### config.mk
export PLATFORM = sky130hd
export DESIGN_NAME = hazard_ctl_flat
export DESIGN_NICKNAME = d
export VERILOG_FILES = /design/src/rtl/hazard_ctl_pkg.sv /design/src/rtl/hazard_ctl_if.sv /design/src/rtl/hazard_sb.sv /design/src/rtl/hazard_ctl.sv /design/src/flat_wrapper.sv
export SDC_FILE = /design/constraint.sdc
export NUM_CORES = 1
export LEC_CHECK = 0
export BUFFER_PORTS_ARGS = -buffer_cell sky130_fd_sc_hd__buf_2
export CAP_MARGIN = 25
export CORE_MARGIN = 2
export CORE_UTILIZATION = 42
export DETAILED_ROUTE_END_ITERATION = 12
export GPL_TIMING_DRIVEN = 1
export HOLD_SLACK_MARGIN = 0.15
export PLACE_DENSITY_LB_ADDON = 0.2
export SYNTH_ARGS = -nofsm -noshare
export SYNTH_HDL_FRONTEND = slang
export SYNTH_SLANG_ARGS = --single-unit
### constraint.sdc
create_clock -name clk -period 1.5 [get_ports clk]
set_clock_uncertainty 0.2 [all_clocks]
set_input_delay 0.225 -clock clk [delete_from_list [all_inputs] [get_ports clk]]
set_output_delay 0.225 -clock clk [all_outputs]
set_load 0.005 [all_outputs]
### src/rtl/hazard_ctl_pkg.sv
// Shared types and constants for the hazard controller: FSM encoding, opcodes, scoreboard entry.
// Pure declarations; no timing or backpressure of its own.
package hazard_ctl_pkg;

    typedef enum logic [1:0] {
        RUN    = 2'd0,
        DRAIN  = 2'd1,
        HALTED = 2'd2
    } ctlState_t;

    localparam logic [4:0] OPC_HALT     = 5'b0_0000;
    localparam logic [4:0] OPC_NOP      = 5'b0_0001;
    localparam int         DRAIN_CYCLES = 3;

    typedef struct packed {
        logic       valid;
        logic [2:0] idx;
    } sbEntry_t;

    function automatic logic sbHit(input sbEntry_t e, input logic [2:0] r);
        return e.valid && (e.idx == r);
    endfunction

endpackage

### src/rtl/hazard_ctl_if.sv
// ID-stage hazard handshake: decode-side inputs and the stall/flush/valid controls back to the pipe.
// Combinational bundle; no latency, no backpressure.
interface hazard_ctl_if;
    logic [4:0] opcode;
    logic       ifidValid;
    logic [2:0] rsIdx;
    logic [2:0] rtIdx;
    logic       rsUsed;
    logic       rtUsed;
    logic [2:0] wrIdx;
    logic       wrEn;
    logic       exTaken;
    logic       validIns;
    logic       stallF;
    logic       flushD;
    logic       halted;

    modport master (
        output opcode, ifidValid, rsIdx, rtIdx, rsUsed, rtUsed, wrIdx, wrEn, exTaken,
        input  validIns, stallF, flushD, halted
    );

    modport slave (
        input  opcode, ifidValid, rsIdx, rtIdx, rsUsed, rtUsed, wrIdx, wrEn, exTaken,
        output validIns, stallF, flushD, halted
    );
endinterface

### src/rtl/hazard_sb.sv
// Two-entry destination scoreboard (EX, MEM) with RAW compare against the ID sources.
// Shifts every cycle; raw is combinational from registered entries and current ID indices.
module hazard_sb
    import hazard_ctl_pkg::*;
(
    input  logic       clk,
    input  logic       rst,
    input  logic       push,
    input  logic [2:0] wrIdx,
    input  logic       ifidValid,
    input  logic [2:0] rsIdx,
    input  logic [2:0] rtIdx,
    input  logic       rsUsed,
    input  logic       rtUsed,
    output logic       raw
);

    sbEntry_t sb1;
    sbEntry_t sb2;

    always_ff @(posedge clk) begin
        if (!rst) begin
            sb1 <= '0;
            sb2 <= '0;
        end else begin
            sb2 <= sb1;
            sb1 <= push ? sbEntry_t'{valid: 1'b1, idx: wrIdx} : '0;
        end
    end

    // WB writes are covered by the register-file bypass, so only EX and MEM are compared.
    always_comb begin
        raw = ifidValid &&
              ((rsUsed && (sbHit(sb1, rsIdx) || sbHit(sb2, rsIdx))) ||
               (rtUsed && (sbHit(sb1, rtIdx) || sbHit(sb2, rtIdx))));
    end

endmodule

### src/rtl/hazard_ctl.sv
// In-order pipeline hazard control: RAW stalls, EX redirect flush, halt drain to a parked state.
// Outputs are combinational from state/scoreboard/inputs; state updates on the next rising edge.
module hazard_ctl (
    input  logic         clk,
    input  logic         rst,
    hazard_ctl_if.slave  hz
);
    import hazard_ctl_pkg::*;

    localparam logic [1:0] DRAIN_LAST = 2'(DRAIN_CYCLES - 1);

    ctlState_t  state;
    logic [1:0] drainCnt;
    logic       raw;
    logic       validIns;
    logic       stallF;
    logic       flushD;
    logic       halted;
    logic       haltIssue;

    hazard_sb uSb (
        .clk       (clk),
        .rst       (rst),
        .push      (validIns & hz.wrEn),
        .wrIdx     (hz.wrIdx),
        .ifidValid (hz.ifidValid),
        .rsIdx     (hz.rsIdx),
        .rtIdx     (hz.rtIdx),
        .rsUsed    (hz.rsUsed),
        .rtUsed    (hz.rtUsed),
        .raw       (raw)
    );

    // A redirect outranks a RAW stall: the stalled instruction is on the wrong path anyway.
    always_comb begin
        validIns = 1'b0;
        stallF   = 1'b0;
        flushD   = 1'b0;
        halted   = 1'b0;
        if (!rst) begin
            flushD = 1'b1;
        end else begin
            case (state)
                RUN: begin
                    if (hz.exTaken) begin
                        flushD = 1'b1;
                    end else if (raw) begin
                        stallF = 1'b1;
                    end else begin
                        validIns = hz.ifidValid;
                    end
                end
                DRAIN: begin
                    stallF = 1'b1;
                end
                HALTED: begin
                    stallF = 1'b1;
                    halted = 1'b1;
                end
                default: begin
                    stallF = 1'b1;
                end
            endcase
        end
    end

    assign haltIssue = validIns && (hz.opcode == OPC_HALT);

    always_ff @(posedge clk) begin
        if (!rst) begin
            state    <= RUN;
            drainCnt <= '0;
        end else begin
            case (state)
                RUN: begin
                    if (haltIssue) begin
                        state    <= DRAIN;
                        drainCnt <= '0;
                    end
                end
                DRAIN: begin
                    if (drainCnt == DRAIN_LAST) begin
                        state <= HALTED;
                    end else begin
                        drainCnt <= drainCnt + 2'd1;
                    end
                end
                HALTED: begin
                    state <= HALTED;
                end
                default: begin
                    state <= RUN;
                end
            endcase
        end
    end

    assign hz.validIns = validIns;
    assign hz.stallF   = stallF;
    assign hz.flushD   = flushD;
    assign hz.halted   = halted;

endmodule

### src/flat_wrapper.sv
// flat-port wrapper written by rule: the top's interface ports become plain ports
module hazard_ctl_flat import hazard_ctl_pkg::*;
  (clk, rst, hz_opcode, hz_ifidValid, hz_rsIdx, hz_rtIdx, hz_rsUsed, hz_rtUsed, hz_wrIdx, hz_wrEn, hz_exTaken, hz_validIns, hz_stallF, hz_flushD, hz_halted);
  hazard_ctl_if hz_i ();
  input  logic clk;
  input  logic rst;
  input wire logic [$bits(hz_i.opcode)-1:0] hz_opcode;
  input wire logic [$bits(hz_i.ifidValid)-1:0] hz_ifidValid;
  input wire logic [$bits(hz_i.rsIdx)-1:0] hz_rsIdx;
  input wire logic [$bits(hz_i.rtIdx)-1:0] hz_rtIdx;
  input wire logic [$bits(hz_i.rsUsed)-1:0] hz_rsUsed;
  input wire logic [$bits(hz_i.rtUsed)-1:0] hz_rtUsed;
  input wire logic [$bits(hz_i.wrIdx)-1:0] hz_wrIdx;
  input wire logic [$bits(hz_i.wrEn)-1:0] hz_wrEn;
  input wire logic [$bits(hz_i.exTaken)-1:0] hz_exTaken;
  output wire logic [$bits(hz_i.validIns)-1:0] hz_validIns;
  output wire logic [$bits(hz_i.stallF)-1:0] hz_stallF;
  output wire logic [$bits(hz_i.flushD)-1:0] hz_flushD;
  output wire logic [$bits(hz_i.halted)-1:0] hz_halted;
  assign hz_i.opcode = hz_opcode;
  assign hz_i.ifidValid = hz_ifidValid;
  assign hz_i.rsIdx = hz_rsIdx;
  assign hz_i.rtIdx = hz_rtIdx;
  assign hz_i.rsUsed = hz_rsUsed;
  assign hz_i.rtUsed = hz_rtUsed;
  assign hz_i.wrIdx = hz_wrIdx;
  assign hz_i.wrEn = hz_wrEn;
  assign hz_i.exTaken = hz_exTaken;
  assign hz_validIns = hz_i.validIns;
  assign hz_stallF = hz_i.stallF;
  assign hz_flushD = hz_i.flushD;
  assign hz_halted = hz_i.halted;
  hazard_ctl u_core (.clk(clk), .rst(rst), .hz(hz_i));
endmodule
* After elaboration in Yosys (flattened, before gate mapping)
Index checks and enable logic that the tools add are counted.
** Storage, ports and cells
- Flip-flop bits (word level) :: 12
- Output and inout port bits :: 4
** Cells by class
- Equal/unequal tests :: 10
- Muxes and demuxes :: 20
- Bitwise gates (word level) :: 1
- $add $sub $neg :: 1
- Reduce and logical (&&, ||, !) cells :: 17
** Operators by type and width (count)
- $mux W1 :: 13
- $eq A3 B3 Y1 :: 4
- $logic_and A1 B1 Y1 :: 8
- $mux W2 :: 4
- $pmux W2 S3 :: 1
- $logic_not A5 Y1 :: 1
- $eq A2 B2 Y1 const B :: 2
- $mux W4 :: 1
- $ne A2 B1 Y1 const B :: 2
- $pmux W2 S2 :: 1
- $reduce_and A2 Y1 :: 2
- $logic_or A1 B1 Y1 :: 3
- $reduce_and A3 Y1 :: 1
- $add A2 B1 Y2 const B :: 1
- $eq A2 B1 Y1 const B :: 1
- $logic_not A2 Y1 :: 1
- $ne A2 B2 Y1 const B :: 1
- $reduce_bool A2 Y1 :: 1
- $and A1 B1 Y1 :: 1

* Depth between registers and ports, before layout
- Word-level depth :: 13
- Depth in mapped cells :: 6
- Depth with buffers taken out :: 6

* By module
Synthesis repeated with hierarchy kept, for this count alone.
** Second synthesis, totals
- Cell total of the unflattened synthesis :: 82
- Area, all modules :: 747.0 µm²
** Modules (own cells, without submodules)
- hazard_ctl :: seq. area each 80.1 µm², cells an instance 46, area an instance 384.1 µm², times used 1
- hazard_sb :: seq. area each 160.2 µm², cells an instance 36, area an instance 362.8 µm², times used 1

* Least setup slack after synthesis
No wires, ideal clock.
- Path type :: register to register
- Start point :: register u_core.uSb.sb1[1] in the netlist's numbering
- End point :: register u_core.uSb.sb1[0] in the netlist's numbering
- Cell stages (with the launch flop) :: 7
- Setup time :: 0.115 ns
- Buffers on the path :: 0
- Path slack :: -0.040 ns
- Clock period less this slack :: 1.540 ns
- Data required time :: 1.185 ns
- Arrival :: 1.226 ns
- Cells stage by stage :: dfxtp_1 -> xnor2_1 -> nand4_1 -> a21boi_2 -> nor3_1 -> and3_1 -> and2_1
** On the way
- Word-level cells in the longest chain between the ends :: 12
- Elaborated cells between the ends (all ways) :: 16
** Ends and longest elaborated chain
- start: declaration :: line hazard_sb.sv:18 : sbEntry_t sb1;
- start signal: assignment :: line hazard_sb.sv:27 : sb1 <= push ? sbEntry_t'{valid: 1'b1, idx: wrIdx} : '0;
- $eq A3 B3 Y1 :: line hazard_ctl_pkg.sv:21 : return e.valid && (e.idx == r);
- $logic_and A1 B1 Y1 :: line hazard_ctl_pkg.sv:21
- $logic_or A1 B1 Y1, on equally long branches :: line hazard_sb.sv:34, hazard_sb.sv:35
- $logic_and A1 B1 Y1, on equally long branches :: line hazard_sb.sv:34, hazard_sb.sv:35
- $logic_or A1 B1 Y1 (*) :: line hazard_sb.sv:34 : ((rsUsed && (sbHit(sb1, rsIdx) || sbHit(sb2, rsIdx))) ||
- $logic_and A1 B1 Y1 (*) :: line hazard_sb.sv:33 : raw = ifidValid &&
- $mux W1 (*) :: line hazard_ctl.sv:47 : end else if (raw) begin
- $mux W1 (*) :: line hazard_ctl.sv:45 : if (hz.exTaken) begin
- $mux W1 (*) :: line hazard_ctl.sv:43 : case (state)
- $mux W1 (*) :: line hazard_ctl.sv:40 : if (!rst) begin
- $and A1 B1 Y1 (*) :: line hazard_ctl.sv:24 : .push (validIns & hz.wrEn),
- $reduce_and A2 Y1 (no line) (*)
Mark *: on every way between the ends. The rest lies on a longest branch, timed or not.
A chain may end at the register's enable or synchronous reset.

* Worst setup path after layout
- Start point :: register u_core.uSb.sb1[0] in the netlist's numbering
- End point :: register u_core.state[0]
** On the way
- Word-level cells in the longest chain between the ends :: 13
- Elaborated cells between the ends (all ways) :: 17
** Ends and longest elaborated chain
- $eq A3 B3 Y1 :: line hazard_ctl_pkg.sv:21
- $logic_and A1 B1 Y1 :: line hazard_ctl_pkg.sv:21
- $logic_or A1 B1 Y1, on equally long branches :: line hazard_sb.sv:34, hazard_sb.sv:35
- $logic_and A1 B1 Y1, on equally long branches :: line hazard_sb.sv:34, hazard_sb.sv:35
- $logic_or A1 B1 Y1 (*) :: line hazard_sb.sv:34
- $logic_and A1 B1 Y1 (*) :: line hazard_sb.sv:33
- $mux W1 (*) :: line hazard_ctl.sv:47
- $mux W1 (*) :: line hazard_ctl.sv:45
- $mux W1 (*) :: line hazard_ctl.sv:43
- $mux W1 (*) :: line hazard_ctl.sv:40
- $logic_and A1 B1 Y1 (*) :: line hazard_ctl.sv:67 : assign haltIssue = validIns && (hz.opcode == OPC_HALT);
- $ne A2 B1 Y1 (no line) (*)
- $reduce_and A2 Y1 (no line) (*)
- end signal: assignment :: line hazard_ctl.sv:71 : state <= RUN;
- end signal: assignment :: line hazard_ctl.sv:77 : state <= DRAIN;
- end signal: assignment :: line hazard_ctl.sv:83 : state <= HALTED;
- end: declaration :: line hazard_ctl.sv:12 : ctlState_t state;
Marked as above.

==> results.md <==
- End-of-flow core utilization: 75.5%
- Power Dens Cells: 585 nW/um^2
- Critical path class: flip-flop to flip-flop
- Fraction of post-synthesis cell area in the top cell type by area: between 30% and 40%
- Sink count of the clock tree: 12
- Number of placement rows: 14
- Gate count after technology mapping: 77
- Pin count of the biggest net entering global routing: 14
- Highest attainable clock frequency: 0.533 GHz
- Min Tclk post-route: 1870 ps
- Count of flip-flops with a built-in enable after synthesis: 0
- Overall die area: 2010 um^2
- Most numerous cell on the critical path: buf_6
- Part of the power in the clock network: 38.4%
- Synth async-reset ratio: 0%
- Vias/cell: 4.91
- Worst setup SP type: flip-flop
- CTS H-Tree Depth: 1
- Count of antenna-violating nets left after detailed routing: 0
- Core Footprint: approximately 1500 um^2
- Total of flip-flops plus latches after synthesis: 12
- Routed length per placed instance: roughly 12 um
- Cell taking the most area after synthesis: dfxtp_1
- Final setup violation count: 12
- Seq/Total Area, Yosys: 34.3%
- Highest ir drop seen on vdd: 487 uV
- Die Y-Extent: about 45 um
- Clock root buffer master: clkbuf_4
- Average cell area after synthesis: roughly 9 um^2
- Max_slew headroom: 78.4%
- Critical path, cell by cell: xnor2_2 -> nand4_1 -> a21boi_2 -> buf_6 -> buf_6 -> nor4_4 -> nand2_1 -> a221oi_2
- Min-delay worst type: input pin to flip-flop
- Routed wire length: 1660 um
- Residual overflow from global routing: 0
- Cell leakage power: 0.000497 uW
- Clock latency at the later pin of the worst-skew pair: 280 ps
- Share of total power consumed by net switching: 23.0%
- Violated checks: setup timing
- Vias post-DR: 672
- Leading post-synthesis cells by instance count: dfxtp_1, xnor2_1, nand2_1
- Via count of the first global-routing pass: 655
- Required arrival time at the worst endpoint: 1500 ps
- Number of I/O port buffers: 24
- Initial core utilization: 45.5%
- Critical path arrival: 1870 ps
- Bufs on Longest Clock Path: 2
- Share of total power in combinational logic: 14.4%
- Total of warnings raised by yosys: 0
- Transition time at the pin with the least slew margin: ~320 ps
- Peak fanout along the critical path: 3
- Mapped cell area: 701 um^2
- Result of the run: finished with violations
- Wire length of the first global-routing pass: 2670 um
- Number of library cell types mapped by synthesis: 25
- Clock slew at the register clock pins of the worst setup and hold paths: 80 ps
- Period Utilization, post-route: 125%
- Global Route met2 Usage: 30.7%
- Top area cells in the synthesized netlist: dfxtp_1, xnor2_1, ha_1
- Post-placement worst setup slack: -230 ps
- Clock tree from TritonCTS: yes
- 1st-pass router iterations: 4
- ANT cells: 0
- Max-cap viol count: 0
- Number of buffer and inverter instances along the worst setup path: 2
- Die width: ~45 um
- Gate family responsible for the most delay along the worst path: simple AND/OR/NAND/NOR gates
- Ports: 25
- Worst path slowest cell: dfxtp_4
- Most frequently used flop master after synthesis: dfxtp_1
- Top Usage Layer GRT: met2
- Number of endpoints with negative hold slack in the final report: 0
- Post-synthesis net count: 102
- Total CTS buffers: 3
- Number of max-slew violations in the final report: 0
- Number of remaining DRC errors: 0
- Share of final-layout standard cells stronger than drive strength 1: 60.3%
- Stage delay of the slowest cell on the critical path: 360 ps
- DRT iter0 DRCs: 5
- Relative area change from synthesis to final layout: 66.1%
- Initial antenna violation count: 0
- Number of filler instances in the final layout: 98
- Sort of element at the end of the critical path: flip-flop
- Proportion of power drawn by flip-flops and latches: 47.1%
- Last weighted congestion value of the routability-driven placer: between 0.8 and 0.9
- Total global-route track usage: a little under a fifth
- Sw Pwr: 157 uW
- Fraction of met1 tracks used by global routing: 23.5%
- GR Layer Usage met3: under 10%
- Internal power of the cells: around 520 uW
- Post-layout net count: 147
- Post-layout worst setup margin: -375 ps
- Half-perimeter wire length after detailed placement: 1180 um
- Unrepaired setup endpoints after global routing: true
## final cells by class
cell class | instances | area [um^2] | area share [%]
Inverter | 5 | 18.8 | 1.61
Timing Repair Buffer | 41 | 283 | 24.3
Sequential cell | 12 | 258 | 22.2
Tap cell | 16 | 20.0 | 1.72
Clock buffer | 4 | 36.3 | 3.12
Multi-Input combinational cell | 59 | 548 | 47.1
## state kept, by name, indices dropped and copies added, names as in the netlist
signal and cells:
u_core.uSb.sb2 4, u_core.state 2, u_core.uSb.sb1 4, u_core.drainCnt 2
## stage by stage
step / power [uW] / std cells / hold WS, ps / cell area [um^2] / setup TNS [ps]
after detailed placement: 407 / 122 / 235 / 888 / -1520
final: 681 / 137 / 149 / 1160 / -3250
after global placement: 406 / 122 / 231 / 888 / -1440
after floorplan: 366 / 77 / 152 / 707 / -26.0
after global routing: 714 / 137 / 152 / 1160 / -4340
after CTS: 687 / 136 / 146 / 1130 / -3100
## cell families (layout without fill, tap and decap cells)
family	Yosys count	in the layout	synth area share [%]
flip-flops	12	12	34.3
XOR/XNOR	12	12	15.0
AND/OR/NAND/NOR	32	32	26.6
multiplexers	3	3	4.29
buffers and inverters	6	50	3.21
adder cells (fa/ha/maj)	4	4	7.14
AO/OA/AOI/OAI	8	8	9.46
## power by group through the flow
stage	registers [uW]	clock network [uW]	logic (uW)
6_report	321	262	98.3
3_5_place_dp	333	0	74.3
3_3_place_gp	333	0	73.1
2_1_floorplan	332	0	34.3
5_1_grt	322	286	107
4_1_cts	324	269	94.0
## placed cells by master (no fill, tap or decap), types with 2 or more instances in the layout
cell type / count
buf_2: 23
dlygate4sd3_1: 4
dfxtp_4: 3
nor2_1: 2
a21boi_2: 2
buf_6: 6
inv_2: 2
dfxtp_2: 5
nand4_1: 4
nor4_4: 2
xnor2_1: 7
dfxtp_1: 4
clkbuf_4: 3
buf_4: 8
and2_1: 3
ha_4: 2
ha_1: 2
and2_4: 4
nand2_1: 8
mux2i_1: 3
xnor2_2: 5
inv_1: 3
## final timing paths
| check | from | end | slack (ps) | cells past startpoint |
|---|---|---|---|---|
| worst max-delay path | u_core.uSb.sb1[0] | u_core.state[0] | -370 | 8 |
| worst min-delay path | hz_opcode[4] | u_core.state[0] | 150 | 6 |
| worst max register to register | u_core.uSb.sb1[0] | u_core.state[0] | -370 | 8 |
| worst min register to register | u_core.drainCnt[1] | u_core.drainCnt[1] | 270 | 2 |
## timing repair
item / 4_1_cts / 5_1_grt
pin swaps: 18 / 11
setup buffers: 6 / 2
hold endpoints to repair: 5 / 0
hold buffers: 4 / 0
setup endpoints to repair: 12 / 12
resized for setup: 28 / 8
gates cloned: 0 / 0
## per-layer routing
| layer | vias to the layer above | wire length (um) |
|---|---|---|
| li1 | 349 | - |
| met1 | 302 | 773 |
| met2 | 19 | 779 |
| met3 | 2 | 93 |
| met4 | 0 | 13 |
| met5 | - | 0 |
## worst reg2reg max path, delay by kind of cell, from the launching register on
kind	cells	cell delay, ps
AOI/OAI and AO/OA	2	310
xor gates and xnor gates	1	120
buffers and inverters	2	230
DFF	1	360
and+or+nand+nor	3	570
No activity file was read; power rests on OpenSTA's default activity.
